$ cat config.mk
export PLATFORM = sky130hd
export DESIGN_NAME = femto_reset_gen
export DESIGN_NICKNAME = d
export VERILOG_FILES = /design/src/rtl/femto_reset_gen.sv
export SDC_FILE = /design/constraint.sdc
export NUM_CORES = 1
export LEC_CHECK = 0
export CORE_ASPECT_RATIO = 1.1
export CORE_MARGIN = 1
export CORE_UTILIZATION = 36
export CTS_BUF_LIST = sky130_fd_sc_hd__clkbuf_2
export DETAILED_ROUTE_END_ITERATION = 6
export DONT_BUFFER_PORTS = 1
export PLACE_DENSITY = 0.53
export SLEW_MARGIN = 20
export SYNTH_ARGS = -nofsm -noshare
export SYNTH_HDL_FRONTEND = slang
export SYNTH_SLANG_ARGS = --single-unit
$ cat constraint.sdc
create_clock -name clk -period 2.1 [get_ports clk]
set_clock_uncertainty 0.2 [all_clocks]
set_input_delay 0.42 -clock clk [delete_from_list [all_inputs] [get_ports clk]]
set_output_delay 0.42 -clock clk [all_outputs]
set_load 0.1 [all_outputs]
$ cat src/rtl/femto_reset_gen.sv
// femto_reset_gen: reset sequencer clocked by the PLL output.
// Synchronises and filters pll_locked, holds peripherals and core in reset for
// HOLD_CYCLES cycles, releases peripherals at the halfway point and the core at
// the end, and records the cause of the most recent reset.
// Optional watchdog: define FEMTO_RESET_WDT_EN to build it.
// state_dbg exposes the FSM state (0 = WAIT_LOCK, 1 = HOLD, 2 = RUN).
module femto_reset_gen #(
  parameter int HOLD_CYCLES = 1024,
  parameter int LOCK_FILTER = 16,
  parameter int WDT_CYCLES  = 16777216
) (
  input  logic       clk,
  input  logic       reset,
  input  logic       pll_locked,
  input  logic       sw_reset_req,
  input  logic       wdt_kick,
  output logic       periph_rst,
  output logic       resetn,
  output logic       ready,
  output logic [1:0] reset_cause,
  output logic [1:0] state_dbg
);

  localparam int HW = (HOLD_CYCLES > 1) ? $clog2(HOLD_CYCLES) : 1;
  localparam int FW = (LOCK_FILTER > 1) ? $clog2(LOCK_FILTER) : 1;

  localparam logic [HW-1:0] HOLD_LAST = HW'(HOLD_CYCLES - 1);
  localparam logic [HW-1:0] HOLD_HALF = HW'(HOLD_CYCLES / 2);
  localparam logic [FW-1:0] FILT_LAST = FW'(LOCK_FILTER - 1);

  localparam logic [1:0] CAUSE_POWER = 2'd0;
  localparam logic [1:0] CAUSE_LOCK  = 2'd1;
  localparam logic [1:0] CAUSE_SW    = 2'd2;
  localparam logic [1:0] CAUSE_WDT   = 2'd3;

  typedef enum logic [1:0] {
    ST_WAIT_LOCK = 2'd0,
    ST_HOLD      = 2'd1,
    ST_RUN       = 2'd2
  } state_t;

  state_t          state, state_n;
  logic [HW-1:0]   hold_cnt, hold_n;
  logic [FW-1:0]   filt_cnt, filt_n;
  logic [1:0]      cause_n;
  logic [1:0]      lock_sync;
  logic            lock_s;
  logic            wdt_expire;
  logic            periph_rst_n, resetn_n, ready_n;

  assign lock_s    = lock_sync[1];
  assign state_dbg = state;

  // Two-flop synchroniser for the asynchronous lock indication.
  always_ff @(posedge clk) begin
    if (reset) lock_sync <= 2'b00;
    else       lock_sync <= {lock_sync[0], pll_locked};
  end

`ifdef FEMTO_RESET_WDT_EN
  localparam int WW = (WDT_CYCLES > 1) ? $clog2(WDT_CYCLES) : 1;
  localparam logic [WW-1:0] WDT_LAST = WW'(WDT_CYCLES - 1);

  logic [WW-1:0] wdt_cnt;

  // Watchdog counts only in RUN; a kick or any other state clears it.
  always_ff @(posedge clk) begin
    if (reset || (state != ST_RUN) || wdt_kick) wdt_cnt <= '0;
    else if (wdt_cnt != WDT_LAST)               wdt_cnt <= wdt_cnt + WW'(1);
  end

  // A kick in the terminal cycle wins over expiry.
  assign wdt_expire = (state == ST_RUN) && (wdt_cnt == WDT_LAST) && !wdt_kick;
`else
  logic unused_wdt;
  assign unused_wdt = wdt_kick;
  assign wdt_expire = 1'b0;
`endif

  // Next-state, counter and cause logic; registered outputs decoded from next state.
  always_comb begin
    state_n = state;
    hold_n  = hold_cnt;
    filt_n  = filt_cnt;
    cause_n = reset_cause;
    case (state)
      ST_WAIT_LOCK: begin
        hold_n = '0;
        if (!lock_s) begin
          filt_n = '0;
        end else if (filt_cnt == FILT_LAST) begin
          state_n = ST_HOLD;
          filt_n  = '0;
        end else begin
          filt_n = filt_cnt + FW'(1);
        end
      end
      ST_HOLD: begin
        if (!lock_s) begin
          state_n = ST_WAIT_LOCK;
          cause_n = CAUSE_LOCK;
          hold_n  = '0;
          filt_n  = '0;
        end else if (hold_cnt == HOLD_LAST) begin
          state_n = ST_RUN;
          hold_n  = '0;
        end else begin
          hold_n = hold_cnt + HW'(1);
        end
      end
      ST_RUN: begin
        hold_n = '0;
        filt_n = '0;
        if (!lock_s) begin
          state_n = ST_WAIT_LOCK;
          cause_n = CAUSE_LOCK;
        end else if (wdt_expire) begin
          state_n = ST_HOLD;
          cause_n = CAUSE_WDT;
        end else if (sw_reset_req) begin
          state_n = ST_HOLD;
          cause_n = CAUSE_SW;
        end
      end
      default: begin
        state_n = ST_WAIT_LOCK;
        hold_n  = '0;
        filt_n  = '0;
      end
    endcase

    periph_rst_n = 1'b1;
    if (state_n == ST_RUN)       periph_rst_n = 1'b0;
    else if (state_n == ST_HOLD) periph_rst_n = (hold_n < HOLD_HALF);
    resetn_n = (state_n == ST_RUN);
    ready_n  = (state_n == ST_RUN);
  end

  // State, counters, cause and registered outputs.
  always_ff @(posedge clk) begin
    if (reset) begin
      state       <= ST_WAIT_LOCK;
      hold_cnt    <= '0;
      filt_cnt    <= '0;
      reset_cause <= CAUSE_POWER;
      periph_rst  <= 1'b1;
      resetn      <= 1'b0;
      ready       <= 1'b0;
    end else begin
      state       <= state_n;
      hold_cnt    <= hold_n;
      filt_cnt    <= filt_n;
      reset_cause <= cause_n;
      periph_rst  <= periph_rst_n;
      resetn      <= resetn_n;
      ready       <= ready_n;
    end
  end

endmodule

Word level (Yosys, flattened, before mapping)
Cells that the tools add are included.
Cells by class
  add/sub/neg operators: 2
  order comparisons: 1
  equality and inequality tests: 8
  mux-type cells: 20
  reductions and logical operators: 3
Operator list (count)
  $mux W10: 3
  $mux W2: 9
  $mux W4: 3
  $add A10 B1 Y10 const B: 1
  $eq A10 B10 Y1 const B: 1
  $lt A10 B10 Y1 const B: 1
  $pmux W4 S2: 1
  $pmux W2 S3: 1
  $add A4 B1 Y4 const B: 1
  $eq A2 B1 Y1 const B: 2
  $eq A2 B2 Y1 const B: 2
  $eq A4 B4 Y1 const B: 1
  $pmux W2 S2: 1
  $ne A3 B3 Y1 const B: 1
  $reduce_and A3 Y1: 1
  $logic_not A2 Y1: 1
  $mux W1: 2
  $ne A2 B2 Y1 const B: 1
  $reduce_bool A2 Y1: 1
Word-level totals
  register bits: 22
  input port bits: 5
  output and inout bits: 7
  word-level logic and storage cells: 41

Logic depth before layout (Yosys ltp)
Gate-level depths: netlist of the first run.
  depth after elaboration: 7
  mapped depth: 6
  mapped depth without buffers: 5

Least setup slack after synthesis of the first run
No wires, ideal clock.
  kind: register -> register
  from: register state[0], in the netlist state_dbg[0]
  to: register hold_cnt[2]
  library setup time: 0.064 ns
  arrival: 1.990 ns
  required time: 1.836 ns
  slack: -0.154 ns
  stages on the path, launching flop included: 6
  buffers on the path: 1
  period minus slack after synthesis: 2.254 ns
  path through: dfxtp_1 -> inv_1 -> or3_4 -> nand2b_4 -> buf_6 -> nor2_1
On the way
  word-level cells in the longest chain between the ends: 2
RTL lines
  from (decl): RTL line 42  | state_t state, state_n;
  from (signal assigned): RTL line 150  | state <= state_n;
  $eq A2 B1 Y1: RTL line 86  | case (state)
  $mux W10: RTL line 86
  to (signal assigned): RTL line 151  | hold_cnt <= hold_n;
  to (decl): RTL line 43  | logic [HW-1:0] hold_cnt, hold_n;
Every way passes these cells.
A chain may end at the register's enable or synchronous reset.

Worst setup path in the final report of the first run
  from: register state[1], in the netlist state_dbg[1]
  to: output port state_dbg[1]
RTL lines
  to (decl): RTL line 21  | output logic [1:0] state_dbg
No word-level cell between the ends.

==> out/summary.log, run 1 <==
[run_status] outcome complete, no violations
[grt] global route total overflow 0
[die] area of the core region 0.00252 mm2
[clocking] number of CTS-inserted buffers 3
[sta] final clock period utilization by the worst path 89.7%
[sta] headroom to the max-slew limit 76.0%
[logic_synthesis] multiplexer area fraction after synthesis 1.04%
[sta] Final Slew Violations 0
[die] top-level I/O count 12
[final_layout] Cell Count, Final, Fillers Out 147
[logic_synthesis] Yosys Warn Count 0
[die] die outline area 0.00288 mm2
[sta] timing-limited maximum frequency 531 MHz
[route] number of remaining DRC errors 0
[logic_synthesis] commonest register cell after synthesis sky130_fd_sc_hd__dfxtp_1
[clocking] buffers from clock root to sink, at most 2
[power_and_ir_drop] Internal Dissipation 593 uW
[power_and_ir_drop] Leak Pwr 0.401 nW
[setup_path] crit end category output port
[setup_path] Crit path required time 1.48 ns
[route] violation count after the first detailed-routing iteration 3
[power_and_ir_drop] net switching component of the power 135 uW
[place] gp weighted congestion 0.733
[route] Routed WL per cell 11.5 um
[route] drt first pass iters 4
[clocking] clock transition at the register clock pins on the worst setup and hold paths after CTS 0.21 ns
[run] max cap viols 0
[place] placed cell areas 0.00104 mm2
[setup_path] crit-path max FO 10
[place] estimated wirelength of the detail-placed design 1240 um
[logic_synthesis] asr flop ratio synth 0%
[final_layout] Antenna diodes 0
[sta] final sum of negative setup slack 0 ns
[die] # rows 19
[power_and_ir_drop] proportion of power drawn by the clock network 40.1%
[logic_synthesis] sequential-to-total area share from yosys stat 45.8%
[clocking] CTS Root Cell sky130_fd_sc_hd__clkbuf_2
[clocking] CTS tree yes
[power_and_ir_drop] logic gate share of total power 1.8%
[final_layout] Post-Layout Inst Area 0.00112 mm2
[grt] global-route wire length before repair 2980 um
[logic_synthesis] share of the synthesized area in compound gates (AO/OA/AOI/OAI) 8.84%
[final_layout] layout cell share with drive strength beyond 1 17.2%
[sta] setup repair after global routing missed its margin false
[clocking] number of hold buffers added after cts 2
[clocking] number of sinks on the clock net 22
[logic_synthesis] Mapped Avg Cell Area 9.08 um2
[logic_synthesis] Cell Area, Synth 962 um2
[logic_synthesis] count leader, synth sky130_fd_sc_hd__dfxtp_1
[logic_synthesis] Mapped Cells 106
[setup_path] critical path startpoint category flop
[setup_path] Critical-path top delay cell sky130_fd_sc_hd__dfxtp_1
[sta] Hold Slack 0.0913 ns
[logic_synthesis] Post-Synth Adder-Cell Area 2.60%
[place] count of input and output buffers 0
[clocking] total of cells resized after clock tree synthesis 0
[final_layout] area added between synthesis and finish 16.0%
[sta] final count of negative-setup-slack endpoints 0
[die] DIE HEIGHT 56.2 um
[logic_synthesis] share of the synthesized netlist area taken by xor and xnor gates 7.28%
[setup_path] critical path start-end classification reg -> out
[route] Via density 4.93
[power_and_ir_drop] proportion of total power due to net switching 18.6%
[grt] maximum number of pins on one net before global-route repair 14
[die] DIE WIDTH 51.3 um
[route] Total Routed Length 1690 um
[setup_path] count of buffering cells on the critical path with inverters included 1
[sta] post-layout min period 1.88 ns
[logic_synthesis] dominant combinational cell family by area after synthesis simple AND/OR/NAND/NOR gates
[power_and_ir_drop] total design power 728 uW
[power_and_ir_drop] maximum vdd drop 0.378 mV
[power_and_ir_drop] total power density per cell area 652 mW/mm2
[logic_synthesis] most common library cells after synthesis sky130_fd_sc_hd__dfxtp_1, sky130_fd_sc_hd__nor2_1, sky130_fd_sc_hd__nand3_1
[place] placed insts 140
[logic_synthesis] number of nets in the synthesized netlist 113
[sta] number of hold violations in the final report 0
[final_layout] number of nets in the finished design 124
[grt] initial antenna violation count 0
[logic_synthesis] top area cells in the synthesized netlist sky130_fd_sc_hd__dfxtp_1, sky130_fd_sc_hd__nor2_1, sky130_fd_sc_hd__nand3_1
[clocking] Max H-tree Level 1
[logic_synthesis] number of synthesized register bits 22
[setup_path] worst-path cell chain buf_4
[grt] via count of the first global-routing pass 682
[sta] measured slew at the worst slew-check pin 0.360 ns
[logic_synthesis] biggest area consumer among synthesized cells sky130_fd_sc_hd__dfxtp_1
[logic_synthesis] count of cell types in the netlist 35
[die] Initial Util 38.2%
[setup_path] arrival time at the worst endpoint 1.26 ns
[grt] Total Routing Usage GR 13.8%
[logic_synthesis] share of the synthesized area in the top cell type 45.8%
[setup_path] delay of the slowest cell on the worst path 0.58 ns
[clocking] count of buffers added by post-CTS timing repair for setup 0
[logic_synthesis] share of synthesized cell area in and, or, nand and nor gates 30.0%
[clocking] clock insertion delay at the later pin of the skew report 0.32 ns
[power_and_ir_drop] part of the power in registers 58.2%
[route] DRT antenna net count 0
[route] total number of vias 725
[min_path] type of the tightest min-delay check in -> reg
[logic_synthesis] number of enable flip-flop cells after synthesis 0
[setup_path] cell type group with the largest total delay on the critical path flip-flops
path summary, 6_finish.rpt:
kind / end / from / slack [ns] / cells past startpoint
max reg2reg: periph_rst$_SDFF_PP1_ / hold_cnt[0]$_SDFF_PP0_ / 0.32 / 5
min reg2reg: lock_sync[1]$_SDFF_PP0_ / lock_sync[0]$_SDFF_PP0_ / 0.26 / 1
max: state_dbg[1] / state_dbg[1]$_SDFF_PP0_ / 0.22 / 1
min: state_dbg[0]$_SDFF_PP0_ / reset / 0.09 / 2
layout make-up:
cell class	count	area, um2
fillers	276	1400
multi-input cells	76	479
flip-flops and latches	22	443
repair buffers	10	95.1
well taps	31	38.8
clock inverters	1	30.0
clock buffers	3	15.0
inverters	4	15.0
metrics by stage:
stage / utilization, % / setup slack (ns)
global route: 44.3 / 0.105
global placement: 41.3 / 0.374
finish: 44.3 / 0.217
detailed placement: 41.3 / 0.350
floorplan: - / 0.0637
CTS: 43.9 / 0.191
cells in the final DEF (no fill, tap or decap):
| master | netlist | layout |
|---|---|---|
| sky130_fd_sc_hd__dfxtp_1 | 22 | 20 |
| sky130_fd_sc_hd__nor2_1 | 16 | 16 |
| sky130_fd_sc_hd__nand3_1 | 9 | 9 |
| sky130_fd_sc_hd__nand2_1 | 8 | 8 |
| sky130_fd_sc_hd__buf_4 | 1 | 6 |
| sky130_fd_sc_hd__a21oi_1 | 4 | 4 |
| sky130_fd_sc_hd__inv_1 | 4 | 4 |
| sky130_fd_sc_hd__xnor2_1 | 4 | 4 |
| sky130_fd_sc_hd__xor2_1 | 4 | 4 |
| sky130_fd_sc_hd__nor3_1 | 3 | 3 |
| sky130_fd_sc_hd__clkbuf_2 | 0 | 3 |
| sky130_fd_sc_hd__dlygate4sd3_1 | 0 | 3 |
| sky130_fd_sc_hd__nor2b_1 | 2 | 2 |
| sky130_fd_sc_hd__nand2b_4 | 2 | 2 |
| sky130_fd_sc_hd__a31oi_1 | 2 | 2 |
| sky130_fd_sc_hd__and3_1 | 2 | 2 |
| sky130_fd_sc_hd__o21ai_0 | 2 | 2 |
| sky130_fd_sc_hd__ha_1 | 2 | 2 |
| sky130_fd_sc_hd__dfxtp_2 | 0 | 2 |
| sky130_fd_sc_hd__nand4_2 | 1 | 1 |
| sky130_fd_sc_hd__o31ai_1 | 1 | 1 |
| sky130_fd_sc_hd__or4_1 | 1 | 1 |
| sky130_fd_sc_hd__or3_4 | 1 | 1 |
| sky130_fd_sc_hd__or4_4 | 1 | 1 |
| sky130_fd_sc_hd__nand2b_1 | 1 | 1 |
| sky130_fd_sc_hd__and2b_1 | 1 | 1 |
| sky130_fd_sc_hd__mux2i_1 | 1 | 1 |
| sky130_fd_sc_hd__nand4b_1 | 1 | 1 |
| sky130_fd_sc_hd__o22ai_2 | 1 | 1 |
| sky130_fd_sc_hd__nand3b_1 | 1 | 1 |
| sky130_fd_sc_hd__o22ai_1 | 1 | 1 |
| sky130_fd_sc_hd__and3_2 | 1 | 1 |
| sky130_fd_sc_hd__nand4_1 | 1 | 1 |
| sky130_fd_sc_hd__a311oi_1 | 1 | 1 |
| sky130_fd_sc_hd__a211oi_1 | 1 | 1 |
| sky130_fd_sc_hd__bufinv_16 | 0 | 1 |
| sky130_fd_sc_hd__buf_12 | 0 | 1 |
registers in the layout, indices dropped and copies added (netlist names):
name,cells
filt_cnt,4
hold_cnt,10
lock_sync,2
periph_rst,1
ready,1
reset_cause,2
state_dbg,2
kinds of logic after synthesis:
kind of cell / after synthesis
fa+ha+maj: 2
mux: 1
buf+inv: 8
simple gates: 52
xor+xnor: 8
flops: 22
compound gates: 13
power groups by stage:
stage / sequential [mW] / combinational [mW] / clock [mW]
CTS: 0.424 / 0.0114 / 0.307
global route: 0.425 / 0.0141 / 0.328
detailed placement: 0.432 / 0.00687 / 0
global placement: 0.432 / 0.00661 / 0
floorplan: 0.430 / 0.00813 / 0
finish: 0.424 / 0.0128 / 0.292
per-layer routing:
layer,part of all wire (%),vias up,track usage [%]
met3,2.9,2,3.55
met2,50,7,21.8
met4,0.71,0,6.95
li1,-,383,-
met1,46,333,17.1
met5,0,-,0
Power figures use the tool's default switching activity.
==> run 2: changes to the inputs <==
- ABC_AREA: unset -> 1
- CORE_ASPECT_RATIO: 1.1 -> unset
==> run 2 against run 1 <==
  * Register-to-register slack better by 0.26 ns
  * Combinational power is 6% higher
  * Synthesized cell count is 17% higher
  * Largest cell class unchanged
  * Via count is 4.7% higher
  * Sequential share of layout area is 0.16 points higher
  * Final cell count is 12% higher
  * Clock-buffer cell count stayed put
  * Clock power is 42% lower
==> out/summary.log, run 2 <==
[run_status] outcome complete, no violations
[grt] Total Routing Usage GR 12.2%
[final_layout] area added between synthesis and finish 12.4%
[die] die outline area 0.00295 mm2
[logic_synthesis] dominant combinational cell family by area after synthesis simple AND/OR/NAND/NOR gates
[setup_path] depth of the critical timing path with buffers and inverters included 1
[logic_synthesis] Cell Area, Synth 986 um2
[power_and_ir_drop] maximum vdd drop 0.320 mV
[logic_synthesis] asr flop ratio synth 0%
[sta] headroom to the max-slew limit 75.3%
[logic_synthesis] share of the synthesized area in the top cell type 44.7%
[setup_path] count of buffering cells on the critical path with inverters included 1
[clocking] CTS Root Cell sky130_fd_sc_hd__clkbuf_2
[place] count of input and output buffers 0
[logic_synthesis] Mapped Avg Cell Area 7.95 um2
[sta] timing-limited maximum frequency 601 MHz
[grt] maximum number of pins on one net before global-route repair 13
[logic_synthesis] share of the synthesized area in compound gates (AO/OA/AOI/OAI) 8.50%
[logic_synthesis] Mapped Cells 124
[die] Initial Util 39.1%
[logic_synthesis] Post-Synth Adder-Cell Area 2.54%
[clocking] number of CTS-inserted buffers 3
[clocking] Max H-tree Level 1
[logic_synthesis] top area cells in the synthesized netlist sky130_fd_sc_hd__dfxtp_1, sky130_fd_sc_hd__nand2_1, sky130_fd_sc_hd__inv_1
[setup_path] critical path startpoint category flop
[setup_path] Critical-path top delay cell sky130_fd_sc_hd__dfxtp_1
[place] estimated wirelength of the detail-placed design 1200 um
[clocking] buffers from clock root to sink, at most 2
[grt] via count of the first global-routing pass 588
[route] DRT antenna net count 0
[run] max cap viols 0
[final_layout] largest registers hold_cnt x10, filt_cnt x4
[grt] global route total overflow 0
[setup_path] reg2reg path depth 7
[logic_synthesis] number of enable flip-flop cells after synthesis 0
[setup_path] cell type group with the largest total delay on the critical path flip-flops
[logic_synthesis] most common library cells after synthesis sky130_fd_sc_hd__nand2_1, sky130_fd_sc_hd__dfxtp_1, sky130_fd_sc_hd__inv_1, sky130_fd_sc_hd__nor2_1, sky130_fd_sc_hd__a21oi_1
[final_layout] fill count 257
[die] DIE WIDTH 54.3 um
[grt] initial antenna violation count 0
[logic_synthesis] multiplexer area fraction after synthesis 0%
[final_layout] largest reg by FF count hold_cnt
[min_path] type of the tightest min-delay check in -> reg
[route] Via density 4.63
[min_path] worst hold path cell count 2
[setup_path] arrival time at the worst endpoint 1.05 ns
[final_layout] layout cell share with drive strength beyond 1 18.7%
[clocking] CTS tree yes
[route] violation count after the first detailed-routing iteration 13
[die] area of the core region 0.00252 mm2
[route] drt first pass iters 4
[sta] post-layout min period 1.67 ns
[sta] final sum of negative setup slack 0 ns
[route] total number of vias 759
[setup_path] worst-path cell chain buf_4
[final_layout] max reg flops 10
[logic_synthesis] number of synthesized register bits 22
[final_layout] final design utilization 43.9%
[die] # rows 18
[logic_synthesis] biggest area consumer among synthesized cells sky130_fd_sc_hd__dfxtp_1
[final_layout] number of nets in the finished design 142
[logic_synthesis] count of cell types in the netlist 24
[sta] final count of negative-setup-slack endpoints 0
[setup_path] Crit path required time 1.48 ns
[clocking] count of buffers added by post-CTS timing repair for setup 0
[logic_synthesis] share of synthesized cell area in and, or, nand and nor gates 33.0%
[setup_path] delay of the slowest cell on the worst path 0.41 ns
[logic_synthesis] Yosys Warn Count 0
[clocking] clock transition at the register clock pins on the worst setup and hold paths after CTS 0.21 ns
[place] gp weighted congestion 0.733
[setup_path] crit end category output port
[logic_synthesis] number of nets in the synthesized netlist 131
[power_and_ir_drop] Leak Pwr 0.405 nW
[place] worst slack at placement 0.603 ns
[final_layout] Antenna diodes 0
[grt] global-route wire length before repair 2500 um
[logic_synthesis] count leader, synth sky130_fd_sc_hd__nand2_1
[die] DIE HEIGHT 54.3 um
[clocking] number of sinks on the clock net 22
[power_and_ir_drop] total power density per cell area 548 mW/mm2
[clocking] clock insertion delay at the later pin of the skew report 0.32 ns
[sta] final clock period utilization by the worst path 79.3%
[final_layout] leading cell type in the layout, fill and taps excluded sky130_fd_sc_hd__nand2_1
[sta] number of hold violations in the final report 0
[logic_synthesis] commonest register cell after synthesis sky130_fd_sc_hd__dfxtp_1
[final_layout] most used cells in the layout excluding fill and tap cells sky130_fd_sc_hd__nand2_1, sky130_fd_sc_hd__dfxtp_1, sky130_fd_sc_hd__inv_1, sky130_fd_sc_hd__nor2_1, sky130_fd_sc_hd__a21oi_1
[logic_synthesis] sequential-to-total area share from yosys stat 44.7%
[sta] setup repair after global routing missed its margin false
[sta] measured slew at the worst slew-check pin 0.370 ns
[route] Total Routed Length 1620 um
[logic_synthesis] share of the synthesized netlist area taken by xor and xnor gates 3.55%
[sta] Final Slew Violations 0
[setup_path] crit-path max FO 3
[die] top-level I/O count 12
[sta] least setup slack across all paths after layout 0.435 ns
[route] Routed WL per cell 9.88 um
[setup_path] critical path start-end classification reg -> out
[route] number of remaining DRC errors 0
[run 2: kinds of logic (layout without fill, tap and decap cells)]
family	count (synthesis)	in the layout
and+or+nand+nor	62	62
DFF	22	22
buffers and inverters	19	29
AOI/OAI and AO/OA	15	15
xor gates and xnor gates	4	4
adders and majority gates	2	2
[run 2: per-layer routing]
layer / up-vias / GRT usage, % / share of wire [%]
met1: 337 / 16.4 / 51
met5: - / 0 / 0
met2: 8 / 17.5 / 46
met3: 2 / 2.50 / 2.5
li1: 412 / - / -
met4: 0 / 7.69 / 0.62
[run 2: power by group]
group          total [mW]  internal [mW]  switching (mW)
sequential          0.424          0.421         0.00239
combinational      0.0136        0.00528         0.00837
clock               0.170         0.0414           0.129
[run 2: final timing paths]
path | slack [ns] | from | end
max | 0.43 | state_dbg[0]$_SDFF_PP0_ | state_dbg[0]
min | 0.07 | sw_reset_req | reset_cause[1]$_SDFFE_PP0P_
max reg2reg | 0.58 | hold_cnt[0]$_SDFF_PP0_ | periph_rst$_SDFF_PP1_
min reg2reg | 0.21 | lock_sync[0]$_SDFF_PP0_ | lock_sync[1]$_SDFF_PP0_
[run 2: final cells by class]
type / count / area, um2 / share of cell area [%]
flip-flops and latches: 22 / 442 / 39.8
clock buffers: 3 / 15.0 / 1.35
repair buffers: 8 / 77.6 / 7.00
multi-input cells: 83 / 469 / 42.3
inverters: 17 / 63.8 / 5.76
clock inverters: 1 / 3.75 / 0.339
well taps: 30 / 37.5 / 3.39
[run 2: through the flow]
step | std cells | power (mW) | hold slack, ns | cell area (um2)
after floorplan | 124 | 0.441 | 0.188 | 986
after global placement | 158 | 0.440 | 0.192 | 1070
after detailed placement | 158 | 0.440 | 0.192 | 1070
after CTS | 164 | 0.619 | 0.0563 | 1110
after global routing | 164 | 0.633 | 0.0543 | 1110
final | 164 | 0.607 | 0.0733 | 1110
[run 2: timing repair]
action	in CTS	in global routing
hold buffers	2	0
endpoints found under the hold margin	10	0
gates resized for setup	0	0
==> run 3: changes to the inputs <==
- clock period: 2.1 -> 1.7 ns (I/O delays scaled with it)
==> run 3 against run 2 <==
  * Critical path depth is the same
  * Power grew 22%
  * Sequential share of layout area decreased by 0.44 points
  * Non-clock buffer count up 2
  * Largest cell class unchanged
  * Highest routed layer unchanged
  * Final cell count rose by 0.61%
  * Design area rose by 1.7%
==> out/summary.log, run 3 (synthesis results as in run 2) <==
[sta] measured slew at the worst slew-check pin 0.343 ns
[power_and_ir_drop] net switching component of the power 162 uW
[final_layout] largest registers hold_cnt x10, filt_cnt x4
[setup_path] crit-path max FO 4
[route] DRT antenna net count 0
[sta] Final Slew Violations 0
[clocking] number of sinks on the clock net 22
[final_layout] max reg flops 10
[final_layout] area taken by multi-input logic gates 469 um2
[clocking] CTS tree yes
[grt] global-route wire length before repair 2510 um
[setup_path] cell type group with the largest total delay on the critical path flip-flops
[sta] final count of negative-setup-slack endpoints 0
[grt] global route total overflow 0
[setup_path] reg2reg path depth 7
[place] placed insts 158
[die] DIE HEIGHT 54.3 um
[final_layout] largest reg by FF count hold_cnt
[die] area of the core region 0.00252 mm2
[clocking] count of buffers added by post-CTS timing repair for setup 0
[setup_path] arrival time at the worst endpoint 1.00 ns
[route] violation count after the first detailed-routing iteration 9
[final_layout] fill count 250
[setup_path] Crit Reg-Reg Endpoint periph_rst$_SDFF_PP1_
[power_and_ir_drop] part of the power in registers 70.7%
[power_and_ir_drop] Internal Dissipation 578 uW
[setup_path] R2R Setup Slk 0.18 ns
[run_status] outcome complete, no violations
[run] max cap viols 0
[route] total number of vias 782
[final_layout] sequential cell area 444 um2
[power_and_ir_drop] maximum vdd drop 0.340 mV
[setup_path] delay of the slowest cell on the worst path 0.39 ns
[power_and_ir_drop] total power density per cell area 656 mW/mm2
[sta] post-layout min period 1.54 ns
[sta] Hold Slack 0.0574 ns
[setup_path] worst-path cell chain buf_4
[final_layout] most used cells in the layout excluding fill and tap cells sky130_fd_sc_hd__nand2_1, sky130_fd_sc_hd__dfxtp_1, sky130_fd_sc_hd__inv_1, sky130_fd_sc_hd__nor2_1, sky130_fd_sc_hd__a21oi_1
[clocking] clock insertion delay at the later pin of the skew report 0.31 ns
[final_layout] area added between synthesis and finish 14.3%
[die] die outline area 0.00295 mm2
[min_path] worst hold path cell count 3
[power_and_ir_drop] logic gate share of total power 2.8%
[final_layout] Antenna diodes 0
[final_layout] layout cell share with drive strength beyond 1 20.0%
[route] Via density 4.74
[power_and_ir_drop] Leak Pwr 0.413 nW
[route] Routed WL per cell 9.90 um
[clocking] clock transition at the register clock pins on the worst setup and hold paths after CTS 0.19 ns
[clocking] total of cells resized after clock tree synthesis 0
[sta] headroom to the max-slew limit 77.1%
[route] drt first pass iters 4
[clocking] number of CTS-inserted buffers 3
[die] top-level I/O count 12
[power_and_ir_drop] proportion of total power due to net switching 21.9%
[die] DIE WIDTH 54.3 um
[final_layout] leading cell type in the layout, fill and taps excluded sky130_fd_sc_hd__nand2_1
[final_layout] number of nets in the finished design 144
[sta] final clock period utilization by the worst path 90.4%
[sta] setup repair after global routing missed its margin false
[grt] maximum number of pins on one net before global-route repair 12
[setup_path] count of buffering cells on the critical path with inverters included 1
[clocking] Max H-tree Level 1
[final_layout] Cell Count, Final, Fillers Out 165
[die] # rows 18
[place] estimated wirelength of the detail-placed design 1230 um
[min_path] Endpoint, Worst Hold ready$_SDFF_PP0_
[route] number of remaining DRC errors 0
[min_path] type of the tightest min-delay check in -> reg
[setup_path] Crit path required time 1.16 ns
[power_and_ir_drop] proportion of power drawn by the clock network 26.5%
[place] gp weighted congestion 0.709
[setup_path] crit end category output port
[die] Initial Util 39.1%
[min_path] worst hold start sw_reset_req
[clocking] buffers from clock root to sink, at most 2
[place] count of input and output buffers 0
[sta] number of hold violations in the final report 0
[sta] final sum of negative setup slack 0 ns
[grt] Total Routing Usage GR 12.5%
[route] Total Routed Length 1630 um
[final_layout] final design utilization 44.7%
[grt] via count of the first global-routing pass 609
[clocking] CTS Root Cell sky130_fd_sc_hd__clkbuf_2
[grt] initial antenna violation count 0
[setup_path] startpoint of the most critical register-to-register path hold_cnt[0]$_SDFF_PP0_
[setup_path] critical path startpoint category flop
[setup_path] Critical-path top delay cell sky130_fd_sc_hd__dfxtp_2
[setup_path] critical path start-end classification reg -> out
[sta] timing-limited maximum frequency 651 MHz
## run 3: cell types whose count changed in the layout (fill, tap and decap cells not counted)
cell | before | now
sky130_fd_sc_hd__clkinv_1 | 1 | 0
sky130_fd_sc_hd__dfxtp_1 | 21 | 19
sky130_fd_sc_hd__dfxtp_2 | 1 | 3
sky130_fd_sc_hd__dlygate4sd3_1 | 2 | 4
## run 3: routing by layer
layer	global-route usage [%]	vias up	share of wire (%)
li1	-	417	-
met1	15.3	355	47
met2	19.3	8	49
met3	5.00	2	3.1
met4	5.13	0	0.61
met5	0	-	0
## run 3: layout make-up
class	count	share of cell area, %
repair buffers	10	8.66
well taps	30	3.33
multi-input cells	83	41.6
clock buffers	3	1.33
inverters	17	5.66
flip-flops and latches	22	39.4
## run 3: how the worst max path moves through the flow
stage,slack [ns],start,end,cells past startpoint
6_report,0.16,state_dbg[0]$_SDFF_PP0_,state_dbg[0],1
5_1_grt,0.08,hold_cnt[0]$_SDFF_PP0_,periph_rst$_SDFF_PP1_,7
4_1_cts,0.13,state_dbg[0]$_SDFF_PP0_,state_dbg[0],1
3_5_place_dp,0.21,hold_cnt[0]$_SDFF_PP0_,periph_rst$_SDFF_PP1_,7
3_3_place_gp,0.23,hold_cnt[0]$_SDFF_PP0_,periph_rst$_SDFF_PP1_,7
2_1_floorplan,0.04,state_dbg[1]$_SDFF_PP0_,reset_cause[1]$_SDFFE_PP0P_,6
## run 3: timing repair
item | CTS | global route
endpoints found under the hold margin | 10 | 1
hold buffers | 3 | 1
setup endpoints to repair | 0 | 0
## run 3: power by group through the flow
stage / Clock (mW) / Sequential, mW / Combinational, mW
3_3_place_gp: 0 / 0.533 / 0.00976
2_1_floorplan: 0 / 0.533 / 0.0118
4_1_cts: 0.210 / 0.523 / 0.0191
3_5_place_dp: 0 / 0.534 / 0.0104
5_1_grt: 0.229 / 0.524 / 0.0235
6_report: 0.196 / 0.523 / 0.0207
## run 3: through the flow
step / instance area [um2] / setup slack, ns / power, mW
after global routing: 1130 / 0.0783 / 0.777
after detailed placement: 1070 / 0.208 / 0.544
after CTS: 1120 / 0.134 / 0.752
final: 1130 / 0.164 / 0.740
after global placement: 1070 / 0.231 / 0.543
after floorplan: 990 / 0.0442 / 0.545
## run 3: worst min-delay path, cell delays in order
cell and delay [ns]:
sky130_fd_sc_hd__nor2_1 0.02, sky130_fd_sc_hd__nand2_1 0.10, sky130_fd_sc_hd__a21oi_2 0.08
